<file path="config.mk">
export PLATFORM = sky130hd
export DESIGN_NAME = csa_resolve_80
export DESIGN_NICKNAME = d
export VERILOG_FILES = /design/src/rtl/csa_resolve_80.sv
export SDC_FILE = /design/constraint.sdc
export NUM_CORES = 1
export LEC_CHECK = 0
export ABC_CLOCK_PERIOD_IN_PS = 11600
export CORE_MARGIN = 4
export CORE_UTILIZATION = 46
export CTS_CLUSTER_DIAMETER = 100
export DETAILED_ROUTE_END_ITERATION = 7
export GPL_TIMING_DRIVEN = 0
export PLACE_DENSITY_LB_ADDON = 0.15
export RECOVER_POWER = 100
export SLEW_MARGIN = 20
export SYNTH_ARGS = -nofsm -noshare
export SYNTH_HDL_FRONTEND = slang
export SYNTH_SLANG_ARGS = --single-unit
</file>
<file path="constraint.sdc">
create_clock -name clk -period 11.6 [get_ports clk]
set_clock_uncertainty 0.2 [all_clocks]
set_input_delay 2.9 -clock clk [delete_from_list [all_inputs] [get_ports clk]]
set_output_delay 2.9 -clock clk [all_outputs]
set_load 0.02 [all_outputs]
</file>
<file path="src/rtl/csa_resolve_80.sv">
// Carry-save to binary resolver: captures a sum/carry pair and adds it
// CHUNK bits per cycle, then holds the WIDTH-bit result under valid/ready.
module csa_resolve_80 #(
  parameter int WIDTH = 80,
  parameter int CHUNK = 20
) (
  input  logic             clk,
  input  logic             rst,
  input  logic             in_valid,
  output logic             in_ready,
  input  logic [WIDTH-1:0] in_sum,
  input  logic [WIDTH-1:0] in_carry,
  output logic             out_valid,
  input  logic             out_ready,
  output logic [WIDTH-1:0] out_data,
  output logic             out_cout
);
  localparam int NCHUNK = WIDTH / CHUNK;
  localparam int CNTW   = (NCHUNK > 1) ? $clog2(NCHUNK) : 1;
  localparam logic [CNTW-1:0] LAST = CNTW'(NCHUNK - 1);

  typedef enum logic [1:0] {IDLE, ADD, DONE} state_t;

  state_t           state, state_next;
  logic [WIDTH-1:0] op_a, op_b, res;
  logic             cout_r, cy;
  logic [CNTW-1:0]  cnt;
  logic             idle_ready;
  logic             accept;
  logic [CHUNK-1:0] a_sl [NCHUNK];
  logic [CHUNK-1:0] b_sl [NCHUNK];
  logic [CHUNK:0]   slice_sum;

  genvar gi;
  generate
    for (gi = 0; gi < NCHUNK; gi++) begin : g_slice
      assign a_sl[gi] = op_a[gi*CHUNK +: CHUNK];
      assign b_sl[gi] = op_b[gi*CHUNK +: CHUNK];
    end
  endgenerate

  assign slice_sum = {1'b0, a_sl[cnt]} + {1'b0, b_sl[cnt]} + (CHUNK+1)'(cy);

  // in_ready is held low while reset is asserted, independent of state.
  assign in_ready = idle_ready & ~rst;
  assign accept   = in_valid & in_ready;

  always_ff @(posedge clk or posedge rst) begin
    if (rst) state <= IDLE;
    else     state <= state_next;
  end

  always_comb begin
    state_next = state;
    idle_ready = 1'b0;
    out_valid  = 1'b0;
    case (state)
      IDLE: begin
        idle_ready = 1'b1;
        if (in_valid) state_next = ADD;
      end
      ADD: begin
        if (cnt == LAST) state_next = DONE;
      end
      DONE: begin
        out_valid = 1'b1;
        if (out_ready) state_next = IDLE;
      end
      default: state_next = IDLE;
    endcase
  end

  always_ff @(posedge clk or posedge rst) begin
    if (rst) begin
      op_a   <= '0;
      op_b   <= '0;
      res    <= '0;
      cout_r <= 1'b0;
      cy     <= 1'b0;
      cnt    <= '0;
    end else begin
      if (state == IDLE && accept) begin
        op_a <= in_sum;
        op_b <= in_carry;
        cy   <= 1'b0;
        cnt  <= '0;
      end
      if (state == ADD) begin
        res[int'(cnt)*CHUNK +: CHUNK] <= slice_sum[CHUNK-1:0];
        cy  <= slice_sum[CHUNK];
        cnt <= cnt + 1'b1;
        if (cnt == LAST) cout_r <= slice_sum[CHUNK];
      end
    end
  end

  assign out_data = res;
  assign out_cout = cout_r;

endmodule

</file>
### Yosys cells after proc, flatten, opt, wreduce, memory -nomap -nowiden

Index checks and enable logic that the tools add are counted.

| word-level totals | value |
|---|---|
| register bits after elaboration | 246 |
| input port bits | 164 |
| word-level logic and storage cells | 47 |

| cells by class | value |
|---|---|
| add/subtract/negate cells | 4 |
| multipliers | 1 |
| $lt $le $gt $ge | 1 |
| equality and inequality tests | 6 |
| shift-type cells | 2 |
| mux-type cells | 17 |
| bitwise gates (word level) | 4 |
| reductions and logical operators | 5 |

Operator list:

| kind | number |
|---|---|
| 20-bit binary-select mux with 2-bit select | 2 |
| 80-bit bitwise mux | 1 |
| 20-bit two-way mux | 4 |
| 20-bit by 33-bit variable shift with 80-bit output (first input constant) | 1 |
| 20-bit by 33-bit variable part select with 80-bit output | 1 |
| 7-bit negation with 33-bit output | 1 |
| 20-bit by 20-bit adder with 21-bit output | 1 |
| 21-bit by 1-bit adder with 21-bit output | 1 |
| 2-bit two-way mux | 5 |
| 2-bit != test (second input constant) | 3 |
| 2-bit case mux with 3 select lines | 1 |
| 2-bit by 3-bit multiplier with 5-bit output (second input constant) | 1 |
| 2-bit equality test (second input constant) | 2 |
| 1-bit two-way mux | 4 |
| 3-bit greater-or-equal comparator (second input constant) | 1 |
| 2-bit NOT with 3-bit output | 1 |
| 3-bit AND reduction | 1 |
| 2-bit by 1-bit adder with 2-bit output (second input constant) | 1 |
| 1-bit bitwise AND | 2 |
| 2-bit by 1-bit equality test with 1-bit output (second input constant) | 1 |
| 2-bit logical NOT | 1 |
| 2-bit AND reduction | 1 |
| 2-bit nonzero test | 1 |
| 1-bit logical AND | 1 |
| 1-bit NOT | 1 |

### Depth between registers and ports, before layout

| depth | value |
|---|---|
| depth in word-level cells | 8 |
| mapped depth | 14 |
| depth with buffers taken out | 11 |

### Worst setup path before layout

OpenSTA, ideal clock, no wires.

| timing | value |
|---|---|
| kind | input to output |
| from | input port rst |
| to | output port in_ready |
| arrival | 3433 ps |
| path slack | 5067 ps |
| stages | 1 |
| buffers on the path | 0 |
| cell sequence | nor3_1 |

| between the ends | value |
|---|---|
| longest elaborated chain between the ends | 2 |

Ends and longest elaborated chain:

| what | line | source |
|---|---|---|
| start: declaration | 8 | `input logic rst,` |
| 1-bit NOT | 45 | `assign in_ready = idle_ready & ~rst;` |
| 1-bit bitwise AND | 45 |  |
| end: declaration | 10 | `output logic in_ready,` |

No other way between the ends.

### Final worst setup path

Ends and elaborated chain as after synthesis.

==> impl_metrics.json <==
{
  "drive_above_1_share_pct": 7.11,
  "end_kind": "output port",
  "worstHoldStart": "op_a[57]",
  "drv_cap": 2,
  "max_slew_margin_pct": -58.8,
  "die_y_microns": 173,
  "cts_root_buf": "clkbuf_16",
  "avgViaCountPerCell": 5.59,
  "failed_checks": "max-capacitance violations, max-slew violations",
  "start_util_pct": 46.5,
  "rr_worst_depth": 14,
  "ant_nets": 0,
  "critPathBufInv": 2,
  "path_cells": "dlygate4sd3_1 > nor3_1 > dlygate4sd3_1",
  "cp_top_family": "buffers and inverters",
  "clk_pin_slew_ns": 0.06,
  "crit_cells": 3,
  "grt_pass1_vias": 11400,
  "tightest_slew_ns": 2.37,
  "crit_required_ns": 8.50,
  "rrSetupSlack_ns": 4.33,
  "route.detailed.drc": 0,
  "rsz0062_at_grt": "no",
  "grt_pass1_wl_microns": 63600,
  "grt-ovfl-total": 0,
  "fin_nets": 1804,
  "grt_start_max_net_pins": 106,
  "synth_edf_count": 0,
  "antenna_found_initial": 0,
  "cpMaxStageDelayCell": "dlygate4sd3_1",
  "worstPathArrival_ns": 4.61,
  "r2r_start": "cnt[0]",
  "path_max_fanout": 3,
  "core_sq_um": 26800,
  "syn2layout_area_growth_pct": 30.3,
  "r2r-end": "out_data[37]",
  "n_antenna_cell": 0,
  "fp.dieW_microns": 173,
  "syn_area_sq_um": 12500,
  "max-clock-path-buffers": 3,
  "synth_area_per_cell_sq_um": 9.33,
  "clk_latency_ns": 0.53,
  "vias": 11000,
  "drt_iter0_markers": 875,
  "gp_congestion": 0.959,
  "io_pins": 247,
  "dp.cells": 1926,
  "timing.final.crit_period_ns": 7.71,
  "cts_tree": "done",
  "finalSetupViolCount": 0,
  "crit_path_max_incr_delay_ns": 0.74,
  "final_max_slew_viol_count": 56,
  "finalWirelength_microns": 40400,
  "cts_buffers": 26,
  "post_cts.repair.setup_buffers": 0,
  "min_path_type": "reg2reg",
  "yosysWarnings": 0,
  "cts_resized": 0,
  "grt.total_usage_pct": 26.6,
  "dieArea_sq_um": 29800,
  "yosysUniqueCellTypes": 83,
  "dp_hpwl_microns": 30300,
  "worst_path_most_repeated_cell": "dlygate4sd3_1",
  "clock-sinks": 246,
  "yosysSeqAreaShare_pct": 49.3,
  "hold_buffers": 0,
  "fin_tns_setup_ns": 0,
  "wl_per_cell_microns": 20.5,
  "drt-pass1-iter-count": 5,
  "ys_ff_latch": 246,
  "port-buffer-count": 246,
  "cp-startpoint": "rst",
  "rows": 60,
  "final_cells": 1972,
  "worstSetupPathType": "in2out",
  "final_cell_mix": "584 x nand2_1, 246 x dfrtp_1, 160 x clkdlybuf4s50_1",
  "startpoint_type": "input port",
  "outcome": "finished with violations",
  "synth_cells": 1337,
  "crit_end": "in_ready",
  "layout_commonest_cell": "nand2_1",
  "cts_max_level": 1,
  "fin_crit_sh_pct": 66.5,
  "async_flop_share_pct": 100,
  "clock.fmax_mhz": 130,
  "hold_viol": 0,
  "synthFlopType": "dfrtp_1",
  "syn_nets": 1528,
  "nFillCells": 2375
}
state kept, by name, summed over array words and instances (netlist names):
register and cells:
op_a 80, out_cout 1, state 2, cnt 2
cy 1, out_data 80, op_b 80
layout make-up:
type                    count  area (sq um)  area share (%)
multi-input cells        1004          5900            36.3
repair buffers            248          2520            15.5
well taps                 341           427            2.63
flip-flops and latches    246          6160            37.9
inverters                   7          27.5           0.169
plain buffers              80           327            2.01
clock inverters             9           131           0.808
clock buffers              37           763            4.70
synth_stat cells (3+ instances only):
cell | n | area, sq um
a221o_1 | 11 | 110
dfrtp_1 | 246 | 6160
o22a_1 | 5 | 43.8
clkbuf_1 | 67 | 251
nand2b_1 | 7 | 43.8
or3_1 | 7 | 43.8
a31o_2 | 4 | 35.0
a211o_1 | 3 | 26.3
mux4_2 | 42 | 946
o211ai_1 | 3 | 22.5
a221oi_1 | 3 | 26.3
o21a_1 | 4 | 30.0
xor2_1 | 6 | 52.6
o22ai_1 | 8 | 50.1
o21ai_1 | 8 | 40.0
nand2_1 | 583 | 2190
a21o_1 | 9 | 67.6
o31ai_1 | 5 | 37.5
nor3_1 | 12 | 60.1
buf_1 | 5 | 18.8
nor2_1 | 41 | 154
a31oi_1 | 5 | 31.3
o21ai_0 | 43 | 215
mux2i_1 | 9 | 90.1
and2_1 | 8 | 50.1
a22o_1 | 19 | 166
inv_1 | 6 | 22.5
nor2b_1 | 6 | 37.5
nand3_1 | 15 | 75.1
nand4_1 | 3 | 18.8
mux2_2 | 4 | 45.0
or2_2 | 3 | 18.8
buf_2 | 3 | 15.0
o221ai_1 | 16 | 140
ha_1 | 25 | 313
a211oi_1 | 9 | 67.6
and3_1 | 3 | 18.8
xnor2_1 | 6 | 52.6
a21oi_1 | 22 | 110
per-layer routing:
metal | track usage (%) | part of all wire [%] | up-vias
met2 | 43.3 | 47 | 463
met3 | 4.85 | 7.5 | 91
met5 | 0 | 0 | -
met4 | 10.2 | 4.1 | 0
li1 | - | - | 5135
met1 | 35.9 | 41 | 5328
cells by family (layout without fill, tap and decap cells):
group           Yosys count  count (layout)  synth area share [%]
mux                      56              56                  8.78
flops                   246             246                  49.3
compound gates          205             205                  12.4
buf+inv                  87             381                  2.84
xor+xnor                 13              13                 0.973
fa+ha+maj                27              27                  2.83
simple gates            703             703                  22.8
how the worst min path moves through the flow:
stage | endpoint | cells after the start
after floorplan | op_a[40] | 2
after global placement | op_b[73] | 2
after detailed placement | op_b[45] | 2
after CTS | op_b[45] | 2
after global routing | op_a[60] | 2
final | op_a[57] | 2
tightest hold or removal path: cells and delay by family, from the launching register on:
family / cells / cell delay [ns]
flops: 1 / 0.34
simple gates: 2 / 0.10
stage by stage:
stage	setup WS [ns]	hold WS [ns]	utilization [%]	instance area [sq um]
6_report	3.89	0.270	60.6	16300
5_1_grt	3.85	0.288	60.6	16300
4_1_cts	3.94	0.273	60.9	16300
3_5_place_dp	3.95	0.258	57.6	15400
3_3_place_gp	-1.36	0.252	57.3	15400
2_1_floorplan	1.74	0.240	-	12500
Power is left out: the tool's default activity adds up to more than one toggle a clock period on the data nets, which glitch-free logic cannot reach.
